<file path="src/rtl/spi_slave.sv">
// spi_slave: SPI mode 0-3 slave with clk-domain oversampling of sck/ss/mosi,
// double-buffered transmit word and back-to-back frame support.
module spi_slave #(
  parameter int WIDTH = 8
) (
  input  logic             clk,
  input  logic             reset,
  input  logic             sck,
  input  logic             ss,
  input  logic             mosi,
  output logic             miso,
  output logic             miso_oe,
  input  logic             cpol,
  input  logic             cpha,
  input  logic             write,
  input  logic [WIDTH-1:0] din,
  output logic [WIDTH-1:0] dout,
  output logic             valid,
  output logic             busy
);
  localparam int CW = $clog2(WIDTH + 1);
  typedef enum logic {IDLE, ACTIVE} state_t;
  state_t state, state_next;
  logic ss_s1, ss_s2, sck_s1, sck_s2, sck_s3, mosi_s1, mosi_s2;
  logic cpol_l, cpha_l;
  logic [WIDTH-1:0] tx_buf, tx_sr, rx_sr, load_word, rx_next;
  logic [CW-1:0] cnt;
  logic lead, trail, sample, shift, last, enter, run;
  always_ff @(posedge clk or posedge reset) begin
    if (reset) begin
      ss_s1   <= 1'b1;
      ss_s2   <= 1'b1;
      sck_s1  <= 1'b0;
      sck_s2  <= 1'b0;
      sck_s3  <= 1'b0;
      mosi_s1 <= 1'b0;
      mosi_s2 <= 1'b0;
    end else begin
      ss_s1   <= ss;
      ss_s2   <= ss_s1;
      sck_s1  <= sck;
      sck_s2  <= sck_s1;
      sck_s3  <= sck_s2;
      mosi_s1 <= mosi;
      mosi_s2 <= mosi_s1;
    end
  end
  always_ff @(posedge clk or posedge reset) begin
    if (reset) state <= IDLE;
    else state <= state_next;
  end
  always_comb begin
    state_next = ss_s2 ? IDLE : ACTIVE;
    enter      = (state == IDLE) && !ss_s2;
    run        = (state == ACTIVE) && !ss_s2;
    lead       = (sck_s2 != sck_s3) && (sck_s2 != cpol_l);
    trail      = (sck_s2 != sck_s3) && (sck_s2 == cpol_l);
    sample     = run && (cpha_l ? trail : lead);
    shift      = run && (cpha_l ? lead : trail);
    last       = cnt == CW'(WIDTH - 1);
    load_word  = write ? din : tx_buf;
    rx_next    = {rx_sr[WIDTH-2:0], mosi_s2};
  end
  // cnt==0 on a shift edge marks a frame boundary: cpha=0 reloads there,
  // cpha=1 holds the MSB already presented on miso.
  always_ff @(posedge clk or posedge reset) begin
    if (reset) begin
      cpol_l <= 1'b0;
      cpha_l <= 1'b0;
      cnt    <= '0;
      tx_buf <= '0;
      tx_sr  <= '0;
      rx_sr  <= '0;
      dout   <= '0;
      valid  <= 1'b0;
    end else begin
      valid <= 1'b0;
      if (write) tx_buf <= din;
      if (enter) begin
        cpol_l <= cpol;
        cpha_l <= cpha;
        cnt    <= '0;
        rx_sr  <= '0;
        tx_sr  <= load_word;
      end
      if (sample) begin
        rx_sr <= rx_next;
        cnt   <= last ? '0 : cnt + 1'b1;
        if (last) begin
          dout  <= rx_next;
          valid <= 1'b1;
        end
        if (last && cpha_l) tx_sr <= load_word;
      end
      if (shift) tx_sr <= (cnt == '0) ? (cpha_l ? tx_sr : load_word) : tx_sr << 1;
    end
  end
  assign busy    = state == ACTIVE;
  assign miso_oe = busy;
  assign miso    = busy & tx_sr[WIDTH-1];
endmodule

</file>
<file path="config.mk">
export PLATFORM = sky130hd
export DESIGN_NAME = spi_slave
export DESIGN_NICKNAME = d
export VERILOG_FILES = /design/src/rtl/spi_slave.sv
export SDC_FILE = /design/constraint.sdc
export NUM_CORES = 1
export LEC_CHECK = 0
export ABC_AREA = 0
export BUFFER_PORTS_ARGS = -buffer_cell sky130_fd_sc_hd__buf_2
export CORE_MARGIN = 5
export CORE_UTILIZATION = 51
export CTS_CLUSTER_SIZE = 28
export DETAILED_ROUTE_END_ITERATION = 10
export PLACE_DENSITY_LB_ADDON = 0.1
export SETUP_SLACK_MARGIN = 0.4
export SYNTH_ARGS = -nofsm -noshare
export SYNTH_HDL_FRONTEND = slang
export SYNTH_SLANG_ARGS = --single-unit
</file>
<file path="constraint.sdc">
create_clock -name clk -period 1.8 [get_ports clk]
set_input_delay 0.18 -clock clk [delete_from_list [all_inputs] [get_ports clk]]
set_output_delay 0.18 -clock clk [all_outputs]
set_load 0.005 [all_outputs]
</file>
==> results of run 1 <==
## cells in the mapped netlist (all sizes together) (3+ instances only)
master and n:
inv 8, dfrtp 44, mux2i 9, nand3 8, nand2b 4, a31o 9
o221a 7, nor3b 11, buf 6, nand2 4, mux2 20, clkbuf 3
## how the worst max path moves through the flow
| stage | from | endpoint | slack, ps | cells past startpoint |
|---|---|---|---|---|
| floorplan | cpol_l | dout[1] | -20 | 5 |
| global placement | cnt[0] | tx_sr[4] | 10 | 5 |
| detailed placement | cpha_l | dout[4] | -9 | 5 |
| CTS | cpol_l | dout[4] | 60 | 5 |
| global route | cpha_l | dout[5] | -20 | 5 |
| finish | cpha_l | dout[7] | 40 | 5 |
## state kept, by name, indices dropped and copies added, names as in the netlist
name and cells:
busy 1, cnt 4, cpha_l 1, cpol_l 1, dout 8, mosi_s1 1
mosi_s2 1, rx_sr 7, sck_s1 1, sck_s2 1, sck_s3 1, ss_s1 1
ss_s2 1, tx_buf 8, tx_sr 8, valid 1
## layout by cell type, fill, tap and decap left out, types with 3 or more instances in the layout
cell	Yosys	routed
inv_1	8	6
mux2_2	19	15
a31o_4	0	9
o221a_4	0	7
nand2b_1	4	3
buf_2	4	27
buf_4	2	18
nor3b_2	0	9
dlygate4sd3_1	0	3
dfrtp_2	0	4
mux2i_1	9	9
clkbuf_8	0	6
dfrtp_1	44	40
mux2_4	1	5
nand2_1	4	4
nand3_1	8	8
buf_6	0	3
## timing repair
item | CTS | global route
endpoints found under the setup margin | 28 | 31
hold buffers | 3 | 0
pin swaps | 4 | 6
setup buffers | 6 | 5
gates resized for setup | 16 | 32
hold endpoints to repair | 3 | 0
## area by class of cell
class | instances | share of cell area
sequential | 46 | 0.407
inverter | 8 | 0.0105
clock buffer | 6 | 0.0290
timing repair buffer | 52 | 0.124
tap | 50 | 0.0220
clock inverter | 2 | 0.00439
multi-input combinational | 96 | 0.403
## worst max-delay path: stages, from the launching register on
cell,delay [ps]
dfrtp_2,430
xnor2_2,210
mux2_4,350
nor3_4,160
buf_12,160
mux2_2,330
## power groups by stage
stage | Sequential, mW | Clock [mW] | Combinational (mW)
2_1_floorplan | 1.19 | 0 | 0.317
3_5_place_dp | 1.20 | 0 | 0.400
5_1_grt | 1.20 | 0.708 | 0.606
4_1_cts | 1.18 | 0.663 | 0.472
3_3_place_gp | 1.19 | 0 | 0.386
6_report | 1.19 | 0.644 | 0.561
## stage by stage
stage,hold WS (ps),power (mW),TNS (ps)
after global placement,288,1.58,0
after floorplan,184,1.50,-171
after CTS,26.3,2.31,0
after detailed placement,287,1.60,-22.6
after global routing,77.3,2.52,-127
final,5.14,2.40,0
## layer usage
metal / wire [um] / share of wire / vias up
met5: 0 / 0 / -
met4: 99 / 0.022 / 0
met3: 197 / 0.044 / 13
met2: 2310 / 0.51 / 40
met1: 1910 / 0.42 / 737
li1: - / - / 687
## logic make-up after synthesis
kind of cell               count (synthesis)
AOI/OAI and AO/OA                         26
xor gates and xnor gates                   2
adders and majority gates                  2
DFF                                       46
muxes                                     29
buffers and inverters                     17
and+or+nand+nor                           37
==> flow_summary_export.csv, run 1 <==
group,metric,value,unit
sta,setup_viol,0,
logic_synthesis,synth-simple-area-share,0.119,
global_routing,grt_max_degree,47,
logic_synthesis,yosysSeqAreaShare,0.556,
power_and_ir_drop,switchingPower,0.647,mW
power_and_ir_drop,ir_drop,541,uV
critical_path,start_kind,"flop",
global_routing,grtUsageMet1,0.221,
logic_synthesis,synth_top_family_by_area,"multiplexers",
layout,fin_util,0.717,
layout,fillers,279,
logic_synthesis,synth_top_area_share,0.530,
clock_network,clock_latency,300,ps
placement,portBuffers,27,
logic_synthesis,synthMuxAreaShare,0.154,
logic_synthesis,synth_nets,177,
global_routing,grt_pass1_vias,1519,
layout,diodes,0,
global_routing,grt.met3_usage,0.0410,
sta,setup_ws,44.6,ps
logic_synthesis,synth_area_leaders,"dfrtp_1, mux2_2, mux2i_1",
critical_path,r2r_slack,40,ps
clock_network,htree_levels,2,
floorplanning,core_area,3970,um2
global_routing,grt-ovfl-total,0,
sta,fin_skew,8.01,ps
logic_synthesis,synth_area,2080,um2
clock_network,numCtsBuffers,5,
floorplanning,dieArea,5450,um2
layout,regArea,1160,um2
sta,post-route-period-util,0.975,
floorplanning,rows,23,
logic_synthesis,yosys.area_share.adder,0.0121,
sta,fin_crit,1760,ps
power_and_ir_drop,power.density,841,nW/um2
sta,worst_pin_slew,569,ps
layout,stdcell_count,260,
layout,drive_above_1_share,0.590,
routing,drc,0,
placement,hpwl,2900,um
clock_network,cts_num_sinks,46,
layout,syn2layout_area_growth,37.2,%
routing,viasPerCell,5.68,
placement,place_area,2360,um2
worst_hold_path,min_path_type,"primary input to asynchronous set/reset pin",
routing,wl_per_cell,17.4,um
logic_synthesis,yosys_warnings,0,
logic_synthesis,synthCells,159,
logic_synthesis,syn_avg_cell_area,13.1,um2
floorplanning,initial_core_util,0.523,
floorplanning,pin_count,28,
power_and_ir_drop,p_int,1.75,mW
sta,drv_slew,0,
clock_network,clk_pin_slew,80,ps
power_and_ir_drop,pwr-share-comb,0.234,
logic_synthesis,synth.distinct_cells,36,
layout,postLayoutCellArea,2850,um2
critical_path,cp_data_required_time,1990,ps
logic_synthesis,ys_ff_latch,46,
outcome,status,"finished clean",
critical_path,cp_max_fo,9,
critical_path,timing.rr.start,"cpha_l",
floorplanning,die_h,73.8,um
critical_path,rr_endpoint,"dout[7]",
placement,dp_slack,-9.29,ps
logic_synthesis,synth_edf_count,0,
routing,drt-initial-drc-count,49,
clock_network,root_buffer,"clkbuf_8",
global_routing,grt_first_pass_wirelength,7200,um
power_and_ir_drop,p_leak,1.31,nW
critical_path,cp.arrival,1940,ps
sta,fmax,570,MHz
flow_run,drv_cap,0,
routing,wirelength,4520,um
sta,slew_headroom,0.621,
power_and_ir_drop,clkPwrFrac,0.269,
power_and_ir_drop,p_seq_frac,0.497,
sta,rsz0062_at_grt,"yes",
routing,drtPass1Iterations,4,
logic_synthesis,ys_async_sr_fraction,1.00,
placement,place.gp.congestion,0.741,
clock_network,clk_path_buf_depth,2,
critical_path,reg2reg_depth,5,
layout,multiInputGateArea,1150,um2
critical_path,worstSetupEndpointType,"flop",
layout,final_nets,227,
logic_synthesis,synthFlopType,"dfrtp_1",
routing,antenna_left,0,
global_routing,busiest_layer,"met2",
global_routing,gr-usage-all-layers,0.173,
logic_synthesis,synth_top_area_cell,"dfrtp_1",
logic_synthesis,synth_compound_area_frac,0.114,
sta,final-hold-violation-count,0,
logic_synthesis,synth-xor-area-share,0.00844,
global_routing,antenna_found_initial,0,
routing,vias,1477,
global_routing,grtUsageMet2,0.287,
placement,dp_cells,238,
power_and_ir_drop,swShare,0.270,
clock_network,cts_tree,"yes",
floorplanning,die_w,73.8,um
critical_path,path_class,"flop to flop",
Power figures use the tool's default switching activity.
==> run 2: changes to the inputs <==
--- a/config.mk
+++ b/config.mk
@@ -7,6 +7,7 @@
 export LEC_CHECK = 0
 export ABC_AREA = 0
 export BUFFER_PORTS_ARGS = -buffer_cell sky130_fd_sc_hd__buf_2
+export CORE_ASPECT_RATIO = 0.5
 export CORE_MARGIN = 5
 export CORE_UTILIZATION = 51
 export CTS_CLUSTER_SIZE = 28
==> run 2 against run 1 <==
The run now ends with negative setup slack left; sequential power about the same; wire length increased by 13%; critical path depth increased by 1; register-to-register slack got worse by 70 ps; setup slack got worse by 67 ps.
==> flow_summary_export.csv, run 2 (synthesis gave the netlist of run 1 again) <==
group,metric,value,unit
outcome,status,"finished, violations left",
outcome,violations,"negative setup slack",
routing,wl_per_cell,18.3,um
layout,postLayoutCellArea,3010,um2
clock_network,cts_tree,"yes",
global_routing,grt_pass1_vias,1546,
critical_path,cpMaxStageDelayCell,"dfrtp_2",
routing,drt-initial-drc-count,45,
layout,syn2layout_area_growth,45.1,%
critical_path,cp_max_fo,5,
sta,final-hold-violation-count,0,
sta,fin_crit,1820,ps
worst_hold_path,min_path_type,"primary input to flop",
layout,final_cell_mix,"dfrtp_1, buf_2, buf_4",
critical_path,worstSetupEndpointType,"flop",
critical_path,start_kind,"flop",
sta,slew_headroom,0.681,
floorplanning,die_w,100,um
layout,final_nets,242,
critical_path,crit_chain,"xnor2_2 -> mux2_4 -> nor3_4 -> buf_6 -> buf_12 -> mux2_4",
sta,fmax,549,MHz
routing,drc,0,
routing,vias,1582,
clock_network,htree_levels,2,
clock_network,clk_pin_slew,80,ps
global_routing,grt_first_pass_wirelength,7650,um
routing,viasPerCell,5.67,
sta,setup_ws,-22.6,ps
power_and_ir_drop,ir_drop,474,uV
global_routing,antenna_found_initial,0,
floorplanning,die_h,55.1,um
global_routing,gr-usage-all-layers,0.185,
critical_path,max_stage_delay,430,ps
clock_network,root_buffer,"clkbuf_8",
power_and_ir_drop,power.density,818,nW/um2
sta,post-route-period-util,1.01,
sta,fin_skew,14.6,ps
layout,fillers,249,
sta,fin_hold_ws,114,ps
routing,wirelength,5110,um
global_routing,grt-ovfl-total,0,
critical_path,cp_num_buf_inv,2,
layout,diodes,0,
layout,largest_registers,"dout (8), tx_buf (8), tx_sr (8)",
placement,hpwl,2830,um
layout,drive_above_1_share,0.631,
placement,place.gp.congestion,0.791,
routing,antenna_left,0,
global_routing,grt_max_degree,23,
floorplanning,rows,16,
clock_network,clk_path_buf_depth,2,
floorplanning,pin_count,28,
critical_path,r2r_slack,-20,ps
power_and_ir_drop,p_leak,1.42,nW
placement,portBuffers,27,
sta,drv_slew,0,
critical_path,cp.arrival,2010,ps
flow_run,drv_cap,0,
routing,drtPass1Iterations,4,
sta,setup_viol,6,
layout,final_common_cell,"dfrtp_1",
critical_path,cp_data_required_time,1990,ps
floorplanning,dieArea,5520,um2
critical_path,path_class,"flop to flop",
floorplanning,core_area,3920,um2
clock_network,clock_latency,310,ps
floorplanning,initial_core_util,0.529,
sta,worst_pin_slew,476,ps
placement,dp_slack,-34.4,ps
clock_network,cts_num_sinks,46,
clock_network,numCtsBuffers,5,
sta,rsz0062_at_grt,"yes",
placement,place_area,2390,um2
critical_path,critical-path-top-delay-family,"multiplexers",
critical_path,crit_top_cell,"mux2_4",
## run 2: report_power, final
part,internal [mW],switching [mW]
clock,0.273,0.366
sequential,1.12,0.0665
combinational,0.363,0.271
total,1.76,0.704
## run 2: path summary, 6_finish.rpt
path,from,to,cells after the start
max,cpha_l,dout[5],6
min,cpha,cpha_l,2
max reg2reg,cpha_l,dout[5],6
min reg2reg,sck_s1,sck_s2,0
max in group asynchronous,reset,rx_sr[3],4
min in group asynchronous,reset,tx_sr[7],3
## run 2: layer usage
| layer | track usage | wire length (um) | share of wire |
|---|---|---|---|
| met1 | 0.239 | 2180 | 0.43 |
| met2 | 0.318 | 2670 | 0.52 |
| met3 | 0.0451 | 193 | 0.038 |
| met4 | 0.0537 | 68 | 0.013 |
| met5 | 0 | 0 | 0 |
## run 2: metrics by stage
step | power [mW] | cells | utilization | TNS [ps]
final | 2.46 | 279 | 0.768 | -91.5
after global routing | 2.58 | 279 | 0.768 | -759
after CTS | 2.37 | 267 | 0.712 | 0
after detailed placement | 1.61 | 245 | 0.609 | -161
after global placement | 1.60 | 245 | 0.609 | -138
after floorplan | 1.50 | 159 | - | -171
## run 2: cell type report
cell class / count / area, um2 / area share
Clock inverter: 3 / 21.3 / 0.00706
Inverter: 8 / 30.0 / 0.00997
Sequential cell: 46 / 1160 / 0.384
Tap cell: 54 / 67.6 / 0.0224
Clock buffer: 5 / 68.8 / 0.0228
Timing Repair Buffer: 66 / 523 / 0.174
Multi-Input combinational cell: 97 / 1150 / 0.380
## run 2: timing repair
item,4_1_cts,5_1_grt
resized for setup,36,29
setup endpoints to repair,28,29
cloned,1,1
pin swaps,7,13
endpoints found under the hold margin,12,0
hold buffers,4,0
buffers inserted,9,11
==> run 3: changes to the inputs <==
==> constraint.sdc (replaced) <==
create_clock -name clk -period 2 [get_ports clk]
set_input_delay 0.2 -clock clk [delete_from_list [all_inputs] [get_ports clk]]
set_output_delay 0.2 -clock clk [all_outputs]
set_load 0.005 [all_outputs]
==> run 3 against run 2 <==
The run now ends clean; clock power decreased by 10%; final area shrank 11%; sequential cell count unchanged; combinational power down 30%; clock skew shrank 8.6 ps; utilization is 8.8 points lower; register-to-register slack better by 260 ps; largest cell class unchanged.
==> flow_summary_export.csv, run 3 (synthesis gave the netlist of run 1 again) <==
group,metric,value,unit
outcome,status,"finished clean",
sta,setup_viol,0,
sta,final-hold-violation-count,0,
sta,drv_slew,0,
power_and_ir_drop,p_leak,1.24,nW
power_and_ir_drop,pwr-share-comb,0.213,
sta,setup_ws,233,ps
power_and_ir_drop,p_seq_frac,0.513,
worst_hold_path,min_path_type,"primary input to flop",
sta,slew_headroom,0.397,
floorplanning,initial_core_util,0.529,
clock_network,clk_path_buf_depth,2,
layout,syn2layout_area_growth,28.5,%
floorplanning,rows,16,
layout,largest_registers,"dout (8), tx_buf (8), tx_sr (8)",
floorplanning,dieArea,5520,um2
critical_path,start_kind,"flop",
sta,post-route-period-util,0.884,
floorplanning,die_h,55.1,um
power_and_ir_drop,clkPwrFrac,0.274,
routing,drt-initial-drc-count,50,
placement,dp_cells,240,
layout,final_nets,225,
routing,wirelength,4190,um
global_routing,antenna_found_initial,0,
critical_path,r2r_slack,230,ps
routing,viasPerCell,5.43,
global_routing,grt_max_degree,27,
sta,worst_pin_slew,899,ps
power_and_ir_drop,swShare,0.259,
sta,rsz0062_at_grt,"yes",
layout,drive_above_1_share,0.514,
critical_path,cp_max_fo,4,
floorplanning,core_area,3920,um2
critical_path,path_class,"flop to flop",
sta,fmax,566,MHz
clock_network,cts_num_sinks,46,
sta,fin_setup_tns,0,ps
critical_path,worstSetupEndpointType,"flop",
flow_run,drv_cap,0,
global_routing,gr-usage-all-layers,0.162,
sta,fin_hold_ws,150,ps
critical_path,cp.arrival,1970,ps
power_and_ir_drop,p_int,1.55,mW
placement,dp_slack,84.8,ps
placement,hpwl,2720,um
layout,final_cell_mix,"dfrtp_1, buf_2, mux2_2",
sta,fin_skew,6.04,ps
power_and_ir_drop,switchingPower,0.541,mW
clock_network,htree_levels,2,
routing,vias,1423,
routing,antenna_left,0,
floorplanning,die_w,100,um
layout,diodes,0,
placement,portBuffers,27,
clock_network,clk_pin_slew,80,ps
power_and_ir_drop,power.density,783,nW/um2
clock_network,numCtsBuffers,5,
critical_path,cp_data_required_time,2210,ps
power_and_ir_drop,power.total,2.09,mW
layout,final_common_cell,"dfrtp_1",
routing,drtPass1Iterations,4,
global_routing,grt_pass1_vias,1449,
power_and_ir_drop,ir_drop,400,uV
clock_network,cts_tree,"yes",
global_routing,grt-ovfl-total,0,
layout,stdcell_count,262,
routing,wl_per_cell,16.0,um
clock_network,root_buffer,"clkbuf_8",
routing,drc,0,
global_routing,grt_first_pass_wirelength,6760,um
clock_network,clock_latency,290,ps
placement,place.gp.congestion,0.826,
sta,fin_crit,1770,ps
floorplanning,pin_count,28,
layout,fillers,306,
run 3: changes by cell type in the layout (fill, tap and decap cells not counted), sizes merged:
| cell | previous run | this run |
|---|---|---|
| clkinv | 3 | 2 |
| clkinvlp | 1 | 0 |
| nand2b | 5 | 4 |
| buf | 62 | 46 |
| clkbuf | 5 | 7 |
run 3: final timing paths:
path / from / endpoint / cells past startpoint
worst max-delay path: cpha_l / cnt[2] / 5
worst min-delay path: cpol / cpol_l / 2
worst max register to register: cpha_l / cnt[2] / 5
worst min register to register: sck_s1 / sck_s2 / 0
max in group asynchronous: reset / cnt[1] / 4
min in group asynchronous: reset / dout[7] / 3
run 3: worst max-delay path, stage by stage (launching register included):
cell and delay, ps:
dfrtp_2 430, xnor2_2 190, mux2_4 350, buf_6 130, or4b_1 490, o221ai_2 90
run 3: what timing repair did:
| item | CTS | global route |
|---|---|---|
| resized for setup | 14 | 6 |
| endpoints found under the setup margin | 27 | 27 |
| pin swaps | 4 | 2 |
| setup buffers | 7 | 3 |
| hold buffers | 3 | 1 |
| cloned | 0 | 0 |
| endpoints found under the hold margin | 3 | 1 |
run 3: layout make-up:
cell class | count | area [um2] | area share
Timing Repair Buffer | 50 | 338 | 0.127
Tap cell | 54 | 67.6 | 0.0253
Inverter | 8 | 30.0 | 0.0113
Sequential cell | 46 | 1160 | 0.434
Clock inverter | 1 | 5.00 | 0.00188
Clock buffer | 7 | 86.3 | 0.0324
Multi-Input combinational cell | 96 | 983 | 0.369
run 3: power by group through the flow:
stage | combinational [mW] | clock (mW) | sequential [mW]
global route | 0.483 | 0.631 | 1.08
CTS | 0.416 | 0.587 | 1.07
global placement | 0.330 | 0 | 1.08
finish | 0.446 | 0.572 | 1.07
detailed placement | 0.337 | 0 | 1.08
floorplan | 0.284 | 0 | 1.07
run 3: per-layer routing:
layer,vias to the layer above,GRT usage,wire length [um]
li1,685,-,-
met1,704,0.207,1880
met2,27,0.274,2070
met3,7,0.0451,193
met4,0,0.0559,46
met5,-,0,0
run 3: stage by stage:
stage                     utilization  instance area (um2)
final                           0.680                 2670
after global routing            0.680                 2670
after CTS                       0.663                 2600
after detailed placement        0.598                 2350
after global placement          0.598                 2350
after floorplan                     -                 2130
